`src/rtl/uart_tx_pkt_arbiter_pkg.sv`:
```
// Shared types and helpers for the UART TX packet arbiter.
// Packet framing is header | payload | XOR checksum trailer.
package uart_tx_pkt_arbiter_pkg;

    typedef enum logic [1:0] {
        ARB_IDLE,
        ARB_HEADER,
        ARB_PAYLOAD,
        ARB_TRAILER
    } arb_state_t;

    localparam logic [3:0] HDR_MAGIC_DEF = 4'hA;
    localparam int         CHK_MAX_W     = 16;

    // Running checksum step; callers zero-extend narrower bytes to CHK_MAX_W.
    function automatic logic [CHK_MAX_W-1:0] chk_fold(
        input logic [CHK_MAX_W-1:0] chk,
        input logic [CHK_MAX_W-1:0] data
    );
        return chk ^ data;
    endfunction

endpackage

```
`src/rtl/uart_tx_pkt_arbiter_rr_arb.sv`:
```
// Combinational rotating-priority select: first asserted request at or after
// ptr, wrapping modulo NUM_REQ.
module uart_tx_pkt_arbiter_rr_arb #(
    parameter int NUM_REQ = 2
) (
    input  logic [NUM_REQ-1:0] req,
    input  logic [3:0]         ptr,
    output logic [3:0]         grant,
    output logic               any_valid
);

    logic [2*NUM_REQ-1:0] req_dbl;
    logic [NUM_REQ-1:0]   req_rot;
    logic [4:0]           idx;

    // ptr is always < NUM_REQ, so shifting the doubled vector rotates it.
    assign req_dbl = {req, req} >> ptr;
    assign req_rot = req_dbl[NUM_REQ-1:0];

    always_comb begin
        grant     = '0;
        any_valid = 1'b0;
        idx       = '0;
        for (int i = 0; i < NUM_REQ; i++) begin
            if (!any_valid && req_rot[i]) begin
                any_valid = 1'b1;
                idx       = {1'b0, ptr} + 5'(i);
                if (idx >= 5'(NUM_REQ)) begin
                    idx = idx - 5'(NUM_REQ);
                end
                grant = idx[3:0];
            end
        end
    end

endmodule

```
`src/rtl/uart_tx_pkt_arbiter.sv`:
```
// Round-robin packet arbiter feeding the shared UART TX byte FIFO; one source
// owns the FIFO from header until its checksum trailer is written.
module uart_tx_pkt_arbiter
    import uart_tx_pkt_arbiter_pkg::*;
#(
    parameter int         NUM_REQ     = 2,
    parameter int         DATA_W      = 8,
    parameter logic [3:0] HDR_MAGIC   = HDR_MAGIC_DEF,
    parameter int         MAX_PKT_LEN = 16
) (
    input  logic                        i_clk,
    input  logic                        i_rst,
    input  logic [NUM_REQ-1:0]          i_req_valid,
    input  logic [NUM_REQ*DATA_W-1:0]   i_req_data,
    input  logic [NUM_REQ-1:0]          i_req_last,
    output logic [NUM_REQ-1:0]          o_req_ready,
    input  logic                        i_fifo_full,
    output logic                        o_fifo_wr_en,
    output logic [DATA_W-1:0]           o_fifo_wr_data,
    output logic                        o_busy,
    output logic [3:0]                  o_grant_id,
    output logic                        o_err_trunc
);

    arb_state_t        state_q, state_d;
    logic [3:0]        rr_ptr_q, rr_ptr_d;
    logic [3:0]        grant_id_q, grant_id_d;
    logic [DATA_W-1:0] chk_q, chk_d;
    logic [7:0]        len_q, len_d;
    logic              err_trunc_q, err_trunc_d;

    logic [3:0]        arb_grant;
    logic              arb_any;
    logic              src_valid, src_last;
    logic [DATA_W-1:0] src_data, hdr_byte;

    uart_tx_pkt_arbiter_rr_arb #(.NUM_REQ(NUM_REQ)) u_rr_arb (
        .req       (i_req_valid),
        .ptr       (rr_ptr_q),
        .grant     (arb_grant),
        .any_valid (arb_any)
    );

    assign hdr_byte = DATA_W'({HDR_MAGIC, grant_id_q});

    always_comb begin
        state_d        = state_q;
        rr_ptr_d       = rr_ptr_q;
        grant_id_d     = grant_id_q;
        chk_d          = chk_q;
        len_d          = len_q;
        err_trunc_d    = 1'b0;
        o_req_ready    = '0;
        o_fifo_wr_en   = 1'b0;
        o_fifo_wr_data = '0;
        src_valid      = 1'b0;
        src_last       = 1'b0;
        src_data       = '0;

        for (int k = 0; k < NUM_REQ; k++) begin
            if (grant_id_q == 4'(k)) begin
                src_valid = i_req_valid[k];
                src_last  = i_req_last[k];
                src_data  = i_req_data[k*DATA_W +: DATA_W];
            end
        end

        unique case (state_q)
            ARB_IDLE: begin
                if (arb_any) begin
                    grant_id_d = arb_grant;
                    state_d    = ARB_HEADER;
                end
            end
            ARB_HEADER: begin
                if (!i_fifo_full) begin
                    o_fifo_wr_en   = 1'b1;
                    o_fifo_wr_data = hdr_byte;
                    chk_d          = hdr_byte;
                    len_d          = '0;
                    state_d        = ARB_PAYLOAD;
                end
            end
            ARB_PAYLOAD: begin
                for (int k = 0; k < NUM_REQ; k++) begin
                    if (grant_id_q == 4'(k)) begin
                        o_req_ready[k] = !i_fifo_full;
                    end
                end
                // Payload bytes pass straight through to the FIFO in the accept cycle.
                if (src_valid && !i_fifo_full) begin
                    o_fifo_wr_en   = 1'b1;
                    o_fifo_wr_data = src_data;
                    chk_d          = DATA_W'(chk_fold(CHK_MAX_W'(chk_q), CHK_MAX_W'(src_data)));
                    len_d          = len_q + 8'd1;
                    if (src_last) begin
                        state_d = ARB_TRAILER;
                    end else if (len_q + 8'd1 == 8'(MAX_PKT_LEN)) begin
                        state_d     = ARB_TRAILER;
                        err_trunc_d = 1'b1;
                    end
                end
            end
            ARB_TRAILER: begin
                if (!i_fifo_full) begin
                    o_fifo_wr_en   = 1'b1;
                    o_fifo_wr_data = chk_q;
                    rr_ptr_d       = (grant_id_q == 4'(NUM_REQ - 1)) ? 4'd0 : grant_id_q + 4'd1;
                    len_d          = '0;
                    state_d        = ARB_IDLE;
                end
            end
            default: state_d = ARB_IDLE;
        endcase
    end

    always_ff @(posedge i_clk) begin
        if (i_rst) begin
            state_q     <= ARB_IDLE;
            rr_ptr_q    <= '0;
            grant_id_q  <= '0;
            chk_q       <= '0;
            len_q       <= '0;
            err_trunc_q <= 1'b0;
        end else begin
            state_q     <= state_d;
            rr_ptr_q    <= rr_ptr_d;
            grant_id_q  <= grant_id_d;
            chk_q       <= chk_d;
            len_q       <= len_d;
            err_trunc_q <= err_trunc_d;
        end
    end

    assign o_busy      = (state_q != ARB_IDLE);
    assign o_grant_id  = grant_id_q;
    assign o_err_trunc = err_trunc_q;

endmodule

```
`config.mk`:
```
export PLATFORM = sky130hd
export DESIGN_NAME = uart_tx_pkt_arbiter
export DESIGN_NICKNAME = d
export VERILOG_FILES = /design/src/rtl/uart_tx_pkt_arbiter_pkg.sv /design/src/rtl/uart_tx_pkt_arbiter_rr_arb.sv /design/src/rtl/uart_tx_pkt_arbiter.sv
export SDC_FILE = /design/constraint.sdc
export NUM_CORES = 1
export LEC_CHECK = 0
export ABC_CLOCK_PERIOD_IN_PS = 4650
export BUFFER_PORTS_ARGS = -buffer_cell sky130_fd_sc_hd__buf_2
export CORE_AREA = 4 4 64 66
export DETAILED_ROUTE_END_ITERATION = 8
export DIE_AREA = 0 0 68 70
export PLACE_DENSITY = 0.83
export SYNTH_ARGS = -nofsm -noshare
export SYNTH_HDL_FRONTEND = slang
export SYNTH_SLANG_ARGS = --single-unit
```
`constraint.sdc`:
```
create_clock -name i_clk -period 4.65 [get_ports i_clk]
set_input_delay 0.6975 -clock i_clk [delete_from_list [all_inputs] [get_ports i_clk]]
set_output_delay 0.6975 -clock i_clk [all_outputs]
set_load 0.01 [all_outputs]
```
# Word-level counts from Yosys, hierarchy flattened
# Cells that the tools add are included.
[totals]
regBits = 27
inputBits = 23
word_cells = 82
[classes]
addsub = 5
order_cmp = 2
eq_ne = 11
n_shift = 1
mux = 37
bitwise_logic = 4
reduce_logical = 16
[ops]
columns = ["cell", "count"]
rows = [
  ["$mux 8", 9],
  ["$pmux 8 s2", 2],
  ["$pmux 8 s3", 1],
  ["$mux 4", 5],
  ["$mux 2", 7],
  ["$mux 1", 11],
  ["$ne 2x2->1 const B", 5],
  ["$add 8x1->8 const B", 1],
  ["$eq 8x5->1 const B", 1],
  ["$pmux 2 s4", 1],
  ["$sub 4x2->4 const B", 2],
  ["$xor 8x8->8", 1],
  ["$reduce_and 3->1", 2],
  ["$reduce_bool 2->1", 3],
  ["$add 4x1->5 const B", 1],
  ["$ge 5x2->1 const B", 1],
  ["$reduce_and 5->1", 1],
  ["$add 4x1->4 const B", 1],
  ["$eq 2x2->1 const B", 2],
  ["$eq 4x1->1 const B", 1],
  ["$ge 4x2->1 const B", 1],
  ["$logic_not 4->1", 1],
  ["$reduce_and 2->1", 2],
  ["$reduce_or 4->1", 1],
  ["9 further kinds", 13],
]

# Logic depth before layout (Yosys ltp)
[depth]
word_depth = 7
ltp_mapped = 10
ltp_nobuf = 8

# Hierarchy
# From an unflattened synthesis, not the netlist that was laid out.
[unflattened]
cells_unflattened = 259
area_unflattened_um2 = 2079.5
[modules_own_cells]
columns = ["module", "instances", "cells_per_inst", "area_each_um2", "seq_area_each_um2"]
rows = [
  ["uart_tx_pkt_arbiter", 1, 220, 1767.9, 540.5],
  ["uart_tx_pkt_arbiter_rr_arb", 1, 39, 311.5, 0.0],
]

# Least setup slack after synthesis
# No wires, ideal clock.
[synth_timing]
kind = "input port to output port"
from = "input i_req_valid[1]"
to = "output o_fifo_wr_data[5]"
arrival_ns = 1.620
setup_slack_ns = 2.333
path_stages = 6
path_buffers = 1
path_cell_list = "mux2_2 > nand3_1 > buf_2 > nor2_1 > a211oi_1 > nor2_1"
[synth_between]
elab_chain_len = 4
[synth_rtl]
columns = ["item", "line_no", "source"]
rows = [
  ["from (decl)", "uart_tx_pkt_arbiter.sv:13", "input logic [NUM_REQ-1:0] i_req_valid,"],
  ["$mux 1", "uart_tx_pkt_arbiter.sv:61", "if (grant_id_q == 4'(k)) begin"],
  ["$logic_and 1x1->1", "uart_tx_pkt_arbiter.sv:91", "if (src_valid && !i_fifo_full) begin"],
  ["$mux 8", "uart_tx_pkt_arbiter.sv:91", ""],
  ["$pmux 8 s3", "uart_tx_pkt_arbiter.sv:68", "unique case (state_q)"],
  ["to (decl)", "uart_tx_pkt_arbiter.sv:19", "output logic [DATA_W-1:0] o_fifo_wr_data,"],
]
# No other way between the ends.

# Worst setup path in the final report
[layout_timing]
from = "register state_q[0]"
to = "output o_fifo_wr_data[7]"
[layout_between]
elab_chain_len = 2
word_cells_on_any_way = 4
[layout_rtl]
columns = ["item", "line_no", "source"]
rows = [
  ["from (decl)", "uart_tx_pkt_arbiter.sv:25", "arb_state_t state_q, state_d;"],
  ["from (signal assigned)", "uart_tx_pkt_arbiter.sv:126", "state_q <= state_d;"],
  ["$eq 2x2->1 or $eq 2x1->1 (tied branches)", "uart_tx_pkt_arbiter.sv:68", ""],
  ["$pmux 8 s3 *", "uart_tx_pkt_arbiter.sv:68", ""],
]
# Mark *: on every way between the ends. The rest lies on a longest branch, timed or not.

==> flow_results.org <==
** Critical path
- CP peak stage delay :: 0.62 ns
- Depth of the worst register-to-register path :: 7
- Startpoint-to-endpoint class of the critical path :: flop to output pin
- The largest individual stage delay along the critical path comes from the cell sky130_fd_sc_hd__ha_1.
- Crit end category :: output pin
- Most frequent cell on the critical path :: sky130_fd_sc_hd__nor2_1
- Maximum fanout along the worst path :: 19
- STA puts the critical path data required time at 3.95 ns.
- STA classifies the critical path startpoint as a flop.
- Arr. time, crit path :: 2.71 ns
- Traced cell by cell, the critical path runs through inv_1, ha_1, nor2b_1, nand3_1, nor2_1, a211oi_1, nor2_1, buf_2.

** Clock tree
- Gates resized during post-CTS repair numbered 0.
- Buffers added to address setup during post-CTS repair amount to 0.
- CTS placed an instance of sky130_fd_sc_hd__clkbuf_4 at the clock tree root.
- The number of hold buffers added after CTS was 0.
- The clock drives 27 sinks.
- TritonCTS created 3 clock buffers.
- For the worst-skew pair, the clock arrives at the later sink with an insertion delay of 0.33 ns.
- CTS tree :: yes
- Clock slew at reported path FFs :: 0.15 ns
- CTS built an H-tree with a depth of 1.
- Max Root-Sink Buffers :: 2

** Power
- VDD IR-drop max :: 0.249 mV
- Power per unit of standard cell area :: 403 nW/um^2
- In this run the static leakage power is 0.000872 uW.

** Timing
- Achievable frequency :: 294 MHz
- In this run the tightest slew margin relative to its limit is 53.3%.
- Worst slew pin tran :: 0.700 ns
- Setup repair after global routing left no endpoint under its margin.
- Setup violations remaining at the end of the flow were counted as 0.
- Setup clock skew after layout :: 0.00366 ns
- Sum Neg Setup Slack :: 0 ns
- The final number of hold-violating endpoints was 0.
- The worst path uses 73.2% of the clock period.
- The routed design could run at a clock period as short as 3.40 ns.
- Setup slack after layout :: 1.25 ns
- Min Hold Slack :: 0.527 ns
- Final Max Slew Viols :: 0

** Final layout
- Compared with the post-synthesis result, the final layout area differs by 10.6%.
- The final layout contains 325 nets.
- Once layout is complete, the utilization of the core stands at 62.6%.
- The post-route netlist has 19.3% of its cells at a drive strength greater than 1.
- Commonest cells after routing, fill and taps aside :: sky130_fd_sc_hd__nor2_1 (49), sky130_fd_sc_hd__buf_2 (39), sky130_fd_sc_hd__dfxtp_1 (27)
- Antenna diodes :: 0
- # fillers :: 345
- Leaving out fill and tap cells, the most frequent cell in the layout is sky130_fd_sc_hd__nor2_1.
- After routing the design area is 2240 um^2.

** Status
- Run status :: completed

** Placed design
- Post-detail-place hpwl :: 3.43 mm
- Worst slack, placed :: 1.69 ns
- At the end of routability-driven placement, the weighted congestion stood at 0.829.
- In this run the cell area measured after placement is 2210 um^2.
- Count of input and output buffers :: 39

** Floorplanning
- Total number of placement rows :: 22
- 40 I/O pins were placed.
- The floorplan step set the die width to 68 um.
- The die covers 4760 um^2.
- Vert. Die Dim :: 70 um
- Initial core utilization :: 56.6%
- The region available for standard cell placement spans 3580 um^2.

** Logic synthesis
- Sequential cell area fraction in the yosys report :: 26.7%
- After synthesis, the netlist uses 51 different library cells.
- Synth Flop Type :: sky130_fd_sc_hd__dfxtp_1
- For this run, asynchronously set or reset flops after synthesis account for 0%.
- Averaged over all synthesized cells, the footprint is 7.68 um^2.
- The Yosys step of the flow raised 0 warnings.
- Nets in the synthesized netlist :: 298
- After synthesis the netlist holds a flip-flop and latch count of 27.
- Syn Inst Count :: 264
- The synthesized netlist occupies a cell area of 2030 um^2.
- In this run, synthesis inferred 0 flip-flops with an integrated enable.

** Drt
- Via-to-Cell Ratio :: 5.84
- In this run, the number of DRC markers left after iteration 0 of detailed routing was 115.
- The final layout contains routed wiring with a total length of 4.66 mm.
- Post-route ant nets :: 0
- In the routed design, unresolved DRC markers number 0.
- Number of vias after detailed routing :: 1974
- WL per Instance :: 13.8 um
- Length of the first detailed-routing pass in iterations :: 4

** Global route
- Initial antenna violation count :: 0
- Largest net degree at the start of global routing :: 28
- Global-route usage over all layers :: 20.2%
- The first global-routing pass estimated 7.75 mm of wire.
- Vias in the first global route :: 1800
- Overall overflow remaining after global route :: 0

** Job
- The tool flagged a number of max-cap violations equal to 0.

** Worst hold path
- The tightest min-delay check is of the flop to flop type.
- Hold-critical path depth :: 2
[worst max-delay path, delay by kind of cell, from the launching register on]
family / cells / cell delay, ns
AO/OA/AOI/OAI: 1 / 0.08
adder cells (fa/ha/maj): 1 / 0.62
buffers and inverters: 2 / 0.24
flip-flops: 1 / 0.38
AND/OR/NAND/NOR: 4 / 1.05
[registers in the layout (all words and copies together), names as in the netlist]
| name | cells |
|---|---|
| chk_q | 8 |
| len_q | 8 |
| o_err_trunc | 1 |
| o_grant_id | 4 |
| rr_ptr_q | 4 |
| state_q | 2 |
[report_power, final]
part	total (uW)	internal, uW	switching, uW
Clock	106	33.0	73.5
Sequential	345	267	77.9
Combinational	452	194	258
Total	903	494	409
[cell families after synthesis]
logic type	Yosys count	synth area share (%)
xor gates and xnor gates	12	5.19
and+or+nand+nor	104	27.6
muxes	5	2.53
AOI/OAI and AO/OA	78	25.7
adders and majority gates	11	6.79
buffers and inverters	27	5.56
DFF	27	26.7
[metrics by stage]
step | cells | total power [uW]
finish | 338 | 903
global route | 338 | 976
CTS | 338 | 901
detailed placement | 334 | 796
global placement | 334 | 790
floorplan | 264 | 693
[final timing paths]
| check | start | to | slack [ns] |
|---|---|---|---|
| worst max-delay path | state_q[0] | o_fifo_wr_data[7] | 1.25 |
| worst min-delay path | len_q[7] | len_q[7] | 0.53 |
| worst max register to register | state_q[0] | len_q[3] | 1.81 |
| worst min register to register | len_q[7] | len_q[7] | 0.53 |
[per-layer routing]
metal / track usage (%) / up-vias / share of wire, %
met2: 31.3 / 57 / 45
li1: - / 998 / -
met4: 6.62 / 0 / 1.0
met3: 2.57 / 5 / 5.7
met1: 28.5 / 914 / 48
met5: 0 / - / 0
[Yosys cell counts (2+ instances only)]
library cell	number	area, um^2
sky130_fd_sc_hd__xnor2_1	8	70.1
sky130_fd_sc_hd__nor2_1	49	184
sky130_fd_sc_hd__nand2_1	11	41.3
sky130_fd_sc_hd__a211oi_1	4	30.0
sky130_fd_sc_hd__o21ai_0	13	65.1
sky130_fd_sc_hd__nor2b_1	6	37.5
sky130_fd_sc_hd__a21oi_1	20	100
sky130_fd_sc_hd__and2_1	2	12.5
sky130_fd_sc_hd__a21o_1	7	52.6
sky130_fd_sc_hd__inv_1	9	33.8
sky130_fd_sc_hd__buf_2	5	25.0
sky130_fd_sc_hd__nor3_1	6	30.0
sky130_fd_sc_hd__nand3_1	7	35.0
sky130_fd_sc_hd__mux2i_1	4	40.0
sky130_fd_sc_hd__nor3_2	2	20.0
sky130_fd_sc_hd__or3_1	3	18.8
sky130_fd_sc_hd__ha_1	11	138
sky130_fd_sc_hd__nor4_1	2	12.5
sky130_fd_sc_hd__a31oi_1	2	12.5
sky130_fd_sc_hd__nand2b_1	2	12.5
sky130_fd_sc_hd__dfxtp_1	27	541
sky130_fd_sc_hd__xor2_1	4	35.0
sky130_fd_sc_hd__nand3b_1	4	30.0
sky130_fd_sc_hd__a22oi_1	10	75.1
sky130_fd_sc_hd__a2bb2oi_1	6	52.6
sky130_fd_sc_hd__a221oi_1	5	43.8
sky130_fd_sc_hd__o2111ai_1	2	17.5
sky130_fd_sc_hd__clkbuf_1	10	37.5
[layout make-up]
class / count / area (um^2) / share of cell area [%]
flip-flops and latches: 27 / 541 / 24.1
clock inverters: 1 / 7.51 / 0.335
multi-input cells: 210 / 1370 / 61.3
repair buffers: 40 / 203 / 9.05
inverters: 9 / 33.8 / 1.51
clock buffers: 3 / 22.5 / 1.01
well taps: 48 / 60.1 / 2.68
Note: power is estimated with default switching activity, not from simulation.
